### src/rtl/salamander_sndcmd_tx.sv
// Main-CPU to sound-CPU command transmitter: byte FIFO feeding a timed
// code/interrupt handshake with a guard gap between successive codes.
module salamander_sndcmd_tx #(
    parameter int unsigned FIFO_AW     = 2,
    parameter int unsigned PULSE_TICKS = 4,
    parameter int unsigned GAP_TICKS   = 512
) (
    input  logic               i_EMU_MCLK,
    input  logic               i_EMU_RST,
    input  logic               i_EMU_CLK3M58_PCEN,
    input  logic               i_CODE_WR,
    input  logic [7:0]         i_CODE_DIN,
    input  logic               i_FLUSH,
    output logic [7:0]         o_SNDCODE,
    output logic               o_SNDINT,
    output logic               o_BUSY,
    output logic               o_FULL,
    output logic [FIFO_AW:0]   o_LEVEL,
    output logic               o_OVERFLOW
);

    localparam int unsigned DEPTH = 1 << FIFO_AW;
    localparam int unsigned LW    = FIFO_AW + 1;
    localparam int unsigned CW    = 16;

    localparam logic [LW-1:0] LEVEL_FULL = LW'(DEPTH);
    localparam logic [CW-1:0] PULSE_LAST = CW'(PULSE_TICKS - 1);
    localparam logic [CW-1:0] GAP_LAST   = CW'(GAP_TICKS - 1);

    typedef enum logic [1:0] {
        ST_IDLE  = 2'd0,
        ST_LOAD  = 2'd1,
        ST_PULSE = 2'd2,
        ST_GAP   = 2'd3
    } state_t;

    state_t               r_state;
    logic [7:0]           r_mem [DEPTH];
    logic [FIFO_AW-1:0]   r_wptr;
    logic [FIFO_AW-1:0]   r_rptr;
    logic [LW-1:0]        r_level;
    logic                 r_full;
    logic                 r_overflow;
    logic [CW-1:0]        r_cnt;
    logic [7:0]           r_code;
    logic                 r_int;

    logic                 w_push;
    logic                 w_pop;
    logic [LW-1:0]        w_level_nxt;

    // Flush takes priority over both FIFO ports; a full FIFO refuses writes
    // even when the transmitter pops in the same cycle.
    assign w_push = i_CODE_WR && !i_FLUSH && !r_full;
    assign w_pop  = (r_state == ST_IDLE) && (r_level != '0) && !i_FLUSH;

    always_comb begin
        w_level_nxt = r_level;
        if (i_FLUSH) begin
            w_level_nxt = '0;
        end else if (w_push && !w_pop) begin
            w_level_nxt = r_level + LW'(1);
        end else if (w_pop && !w_push) begin
            w_level_nxt = r_level - LW'(1);
        end
    end

    // FIFO pointers, occupancy and sticky overflow
    always_ff @(posedge i_EMU_MCLK or posedge i_EMU_RST) begin
        if (i_EMU_RST) begin
            r_wptr     <= '0;
            r_rptr     <= '0;
            r_level    <= '0;
            r_full     <= 1'b0;
            r_overflow <= 1'b0;
        end else if (i_FLUSH) begin
            r_wptr     <= '0;
            r_rptr     <= '0;
            r_level    <= '0;
            r_full     <= 1'b0;
            r_overflow <= 1'b0;
        end else begin
            if (w_push) begin
                r_wptr <= r_wptr + FIFO_AW'(1);
            end
            if (w_pop) begin
                r_rptr <= r_rptr + FIFO_AW'(1);
            end
            r_level <= w_level_nxt;
            r_full  <= (w_level_nxt == LEVEL_FULL);
            if (i_CODE_WR && r_full) begin
                r_overflow <= 1'b1;
            end
        end
    end

    // Storage needs no reset: only entries below the level are ever read.
    always_ff @(posedge i_EMU_MCLK) begin
        if (w_push) begin
            r_mem[r_wptr] <= i_CODE_DIN;
        end
    end

    // Transmit sequencer: present code, pulse the IRQ, then hold through the gap
    always_ff @(posedge i_EMU_MCLK or posedge i_EMU_RST) begin
        if (i_EMU_RST) begin
            r_state <= ST_IDLE;
            r_cnt   <= '0;
            r_code  <= 8'h00;
            r_int   <= 1'b0;
        end else begin
            case (r_state)
                ST_IDLE: begin
                    if (w_pop) begin
                        r_code  <= r_mem[r_rptr];
                        r_state <= ST_LOAD;
                    end
                end
                ST_LOAD: begin
                    r_cnt   <= '0;
                    r_int   <= 1'b1;
                    r_state <= ST_PULSE;
                end
                ST_PULSE: begin
                    if (i_EMU_CLK3M58_PCEN) begin
                        if (r_cnt == PULSE_LAST) begin
                            r_int   <= 1'b0;
                            r_cnt   <= '0;
                            r_state <= ST_GAP;
                        end else begin
                            r_cnt <= r_cnt + CW'(1);
                        end
                    end
                end
                ST_GAP: begin
                    if (i_EMU_CLK3M58_PCEN) begin
                        if (r_cnt == GAP_LAST) begin
                            r_cnt   <= '0;
                            r_state <= ST_IDLE;
                        end else begin
                            r_cnt <= r_cnt + CW'(1);
                        end
                    end
                end
                default: begin
                    r_state <= ST_IDLE;
                end
            endcase
        end
    end

    assign o_SNDCODE  = r_code;
    assign o_SNDINT   = r_int;
    assign o_FULL     = r_full;
    assign o_LEVEL    = r_level;
    assign o_OVERFLOW = r_overflow;
    assign o_BUSY     = (r_state != ST_IDLE) || (r_level != '0);

endmodule

### config.mk
export PLATFORM = sky130hd
export DESIGN_NAME = salamander_sndcmd_tx
export DESIGN_NICKNAME = d
export VERILOG_FILES = /design/src/rtl/salamander_sndcmd_tx.sv
export SDC_FILE = /design/constraint.sdc
export NUM_CORES = 1
export LEC_CHECK = 0
export CAP_MARGIN = 20
export CORE_UTILIZATION = 30
export DETAILED_ROUTE_END_ITERATION = 16
export SETUP_SLACK_MARGIN = 0.3
export SYNTH_ARGS = -nofsm -noshare
export SYNTH_HDL_FRONTEND = slang
export SYNTH_SLANG_ARGS = --single-unit
### constraint.sdc
create_clock -name i_EMU_MCLK -period 2.6 [get_ports i_EMU_MCLK]
set_clock_uncertainty 0.1 [all_clocks]
set_input_delay 0.52 -clock i_EMU_MCLK [delete_from_list [all_inputs] [get_ports i_EMU_MCLK]]
set_output_delay 0.52 -clock i_EMU_MCLK [all_outputs]
set_load 0.02 [all_outputs]
======== Word-level counts from Yosys, hierarchy flattened ========
Memory sizes are Yosys's and may differ from the RTL's. A register that Yosys moved wholly into a read port is not among the register bits.
Cells that the tools add are included.
storage, ports and cells
  bits in writable memories ............... 32
  flip-flop bits (word level) ............. 28
  input port bits ......................... 13
  memories ................................ 1
  output and inout port bits .............. 15
  word-level logic and storage cells ...... 76
memories
  memory  depth  width  rd ports  clocked after memory_dff  wr ports  line  RTL
  r_mem   4      8      1         1                         1         38    logic [7:0] r_mem [DEPTH];
cells by class
  reductions and logical operators ........ 24
  equality and inequality tests ........... 11
  add/sub/neg operators ................... 5
  multiplexer cells ....................... 27
operator list
  operator               number
  $mux 16                4
  $pmux 16 s3            1
  $mux 2                 9
  $add 16x1->16 const B  1
  $eq 16x2->1 const B    1
  $eq 16x9->1 const B    1
  $mux 3                 4
  $ne 2x2->1 const B     5
  $reduce_bool 2->1      5
  $pmux 2 s4             1
  $logic_and 1x1->1      7
  $mux 1                 7
  $reduce_and 3->1       2
  $reduce_bool 3->1      2
  $reduce_and 5->1       1
  $add 2x1->2 const B    2
  $eq 2x2->1 const B     2
  $logic_not 1->1        4
  $add 3x1->3 const B    1
  $eq 3x3->1 const B     1
  $sub 3x1->3 const B    1
  $eq 2x1->1 const B     1
  $logic_not 2->1        1
  $pmux 1 s2             1
  2 further kinds        2

======== Depth between registers and ports, before layout ========
  depth in word-level cells ............... 10
  depth in mapped cells ................... 8
  mapped depth without buffers ............ 7

======== Worst setup path before layout ========
Ideal clock, no wire load.
  path type ............................... register to register
  from .................................... register r_cnt[0]
  to ...................................... register r_state[1]
  period minus slack after synthesis ...... 2.531 ns
  required time ........................... 2.375 ns
  arrival ................................. 2.306 ns
  path buffers ............................ 0
  library setup time ...................... 0.125 ns
  stages on the path, launching flop included .. 6
  setup slack ............................. 0.069 ns
  path through ............................ dfrtp_1 > ha_1 > or4b_2 > o41a_1 > a2111oi_4 > mux2_4
between the ends
  longest elaborated chain between the ends .. 3
  elaborated cells on any way between the ends .. 5
  those cells by class .................... eq/ne: 4; reduce/logical: 1
ends and longest elaborated chain
  element                                            line      RTL
  start: declaration                                 44        logic [CW-1:0] r_cnt;
  start signal: assignment                           131       r_cnt <= r_cnt + CW'(1);
  start signal: assignment                           141       r_cnt <= r_cnt + CW'(1);
  $eq 16x9->1 / $eq 16x2->1 (equally long branches)  137, 126
  $ne 2x2->1 (no source line)                        --
  $reduce_and 5->1 (no source line) *                --
  end signal: assignment                             129       r_state <= ST_GAP;
  end signal: assignment                             139       r_state <= ST_IDLE;
  end signal: assignment                             146       r_state <= ST_IDLE;
  end: declaration                                   37        state_t r_state;
Every way passes the cells marked *; elsewhere a longest branch is shown, timed or not.
A chain may end at the register's enable or synchronous reset.

======== Final worst setup path ========
  from .................................... register r_cnt[11]
  to ...................................... register r_state[1]
Same word-level chain as after synthesis.

==> reports/qor.yml <==
status:
  run_status: "complete, no violations"
run:
  cap_violations: 0
cells_and_area:
  syn_to_final_growth_pct: 26.8
  fin_area_sq_um: 4080
  nets: 333
  fill_cells: 997
  post-route-util_pct: 39.3
  diodes: 0
  drive_gt1_share_pct: 24.7
  instances_no_fill: 448
clock_tree:
  cts-htree-levels: 3
  cts.sinks: 68
  clk_path_buf_depth: 2
  clk_pin_slew_ps: 80
  cts_tree: "done"
  clock-root-buffer: "clkbuf_8"
  worstSkewPairLatency_ps: 340
  cts_buffers: 9
  cts_hold_buf: 0
detailed_routing:
  ant_nets: 0
  routed_wl_um: 6690
  firstDrtPassIters: 8
  vias_per_cell: 4.94
  first_iter_violations: 135
  vias: 2212
  remaining_drc_errors: 0
  wl_per_cell_um: 14.9
yosys:
  synthSimpleGateAreaFrac_pct: 13.9
  synthArstFlopShare_pct: 52.9
  synthAdderAreaFrac_pct: 5.37
  ys_ff_latch: 68
  syn_avg_cell_area_sq_um: 12.8
  synth-compound-area-share_pct: 8.95
  synth-edff-count: 32
  synthXorXnorAreaFrac_pct: 2.18
  seq_area_frac_synth_pct: 57.9
  synth_top_family_by_area: "simple AND/OR/NAND/NOR gates"
  synth_cell_types: 50
  yosys_warnings: 0
  synth_cells: 252
  synthesis.nets: 278
  synthMuxAreaShare_pct: 9.18
  synth_ff_type: "dfrtp_1"
  netlist_area_sq_um: 3220
power_and_ir_drop:
  vdd_drop_max_v: 0.000423
  p_leak_uw: 0.00155
  power.density_cell_area_nw_per_um2: 994
sta:
  finalSetupViolCount: 0
  fin_crit_ps: 2400
  slew_headroom_pct: 59.2
  rsz0062_at_grt: "true"
  worst_slack_ps: 203
  slew_violations: 0
  tightestPinTransition_ps: 612
  hold_violations: 0
  fin_crit_sh_pct: 92.2
  fmax_mhz: 417
  setup_tns_ps: 0
setup_path:
  crit_chain: "or4_4, or4_4, and2_4, a2111oi_4, mux2_4"
  cp_data_arrival_time_ps: 2530
  required_ps: 2730
  path_common_cell: "or4_4"
  cpPeakStageDelay_ps: 540
  worst-path-max-fanout: 2
  start_kind: "flip-flop"
  slowest_stage: "or4_4"
  critPathKind: "reg -> reg"
  end_kind: "flip-flop"
worst_hold_path:
  hp-class: "reg -> reg"
floorplanning:
  ioPinCount: 28
  core_area_sq_um: 10400
  start_util_pct: 31.0
  dieArea_sq_um: 11100
  die_h_um: 106
  rows: 37
  dieWidth_um: 106
global_route:
  antenna_found_initial: 0
  grt_max_degree: 37
  grt_usage_pct: 12.9
  grt_pass1_vias: 2210
  grt-ovfl-total: 0
  grt_pass1_wl_um: 11100
placement:
  hpwl_um: 4460
  place_inst: 421
  placed_area_sq_um: 3740
  gp_congestion: 0.852
  io_buffer_count: 27
  dp_slack_ps: 110
==> critical path, delay by kind of cell (launching register included) <==
kind,cells,cell delay (ps)
AO/OA/AOI/OAI,1,320
multiplexers,1,330
flip-flops,1,390
AND/OR/NAND/NOR,3,1160
==> per-stage QoR <==
stage	total power [uW]	hold WS, ps
6_report	4050	398
5_1_grt	4310	436
4_1_cts	4040	409
3_5_place_dp	3000	390
3_3_place_gp	2990	378
2_1_floorplan	2480	402
==> what timing repair did <==
action                                  4_1_cts  5_1_grt
resized for setup                            11        9
pin swaps                                     4        6
gates cloned                                  1        0
hold endpoints to repair                      0        0
endpoints found under the setup margin       16       20
setup buffers                                 8        2
==> sequential cells by signal, summed over array words and instances, names as in the netlist <==
name	cells
o_OVERFLOW	1
r_rptr	2
r_mem	32
o_FULL	1
o_LEVEL	3
r_cnt	16
o_SNDCODE	8
r_state	2
r_wptr	2
o_SNDINT	1
==> area by class of cell <==
class / count / area [sq um] / share of cell area, %
clock buffer: 9 / 124 / 3.04
clock inverter: 7 / 81.3 / 1.99
inverter: 13 / 48.8 / 1.20
multi-input combinational: 165 / 1340 / 32.9
sequential: 68 / 1870 / 45.8
tap: 136 / 170 / 4.17
timing repair buffer: 50 / 445 / 10.9
==> cells by family (layout without fill, tap and decap cells) <==
kind of cell	count (synthesis)	count (layout)
fa+ha+maj	14	14
xor+xnor	8	8
simple gates	85	85
mux	18	18
flops	68	68
buf+inv	20	79
compound gates	39	40
==> layout by cell type (no fill, tap or decap), types with 3 or more instances in the layout <==
| cell type | n |
|---|---|
| inv_1 | 13 |
| dfrtp_1 | 33 |
| clkdlybuf4s50_1 | 26 |
| ha_1 | 11 |
| buf_4 | 22 |
| nand2_1 | 17 |
| nor4_1 | 4 |
| o21ai_0 | 7 |
| o21ai_1 | 6 |
| nor3_1 | 5 |
| clkbuf_8 | 9 |
| mux2_2 | 8 |
| nand4_1 | 7 |
| xnor2_1 | 5 |
| nor2_1 | 16 |
| edfxtp_1 | 32 |
| mux4_2 | 8 |
| a21oi_1 | 5 |
| nand3_1 | 11 |
| and2_1 | 7 |
| dfrtp_2 | 3 |
| xor2_1 | 3 |
| a22o_1 | 3 |
| inv_6 | 3 |
==> cells in the mapped netlist (2+ instances only) <==
master,count,area [sq um]
dfrtp_1,36,901
ha_1,13,163
or4_4,2,22.5
o311ai_0,2,17.5
nor2_1,18,67.6
or3_1,2,12.5
mux4_2,8,180
o21ai_1,2,10.0
nand4_1,7,43.8
a21oi_1,6,30.0
edfxtp_1,32,961
nand2b_1,2,12.5
nor3_1,5,25.0
xor2_1,3,26.3
or4_1,2,15.0
xnor2_1,5,43.8
inv_1,13,48.8
o21ai_0,11,55.1
o22ai_1,2,12.5
a22o_1,3,26.3
nand2_1,18,67.6
nor4_1,4,25.0
mux2_2,8,90.1
nand3_1,11,55.1
and2_1,7,43.8
clkbuf_1,6,22.5
==> worst paths after layout <==
path | startpoint | to | slack [ps] | cells past startpoint
worst max register to register | r_cnt[11] | r_state[1] | 200 | 5
worst min-delay path | o_OVERFLOW | o_OVERFLOW | 400 | 2
min in group asynchronous | i_EMU_RST | o_SNDCODE[3] | 490 | 3
worst min register to register | o_OVERFLOW | o_OVERFLOW | 400 | 2
worst max-delay path | r_cnt[11] | r_state[1] | 200 | 5
max in group asynchronous | i_EMU_RST | o_LEVEL[0] | 1540 | 3
==> power breakdown <==
part           internal [uW]  leakage, uW  total (uW)  switching (uW)
clock                    456     0.000101         900             444
combinational            817     0.000686        1660             848
sequential              1310     0.000759        1490             176
total                   2590      0.00155        4050            1470
==> layer usage <==
layer / routed length, um / GRT usage (%) / share of wire, % / up-vias
li1: - / - / - / 1053
met1: 2950 / 16.4 / 44 / 1102
met2: 3460 / 21.2 / 52 / 51
met3: 198 / 3.09 / 3.0 / 6
met4: 83 / 5.46 / 1.2 / 0
met5: 0 / 0 / 0 / -
No activity file was read; power rests on OpenSTA's default activity.
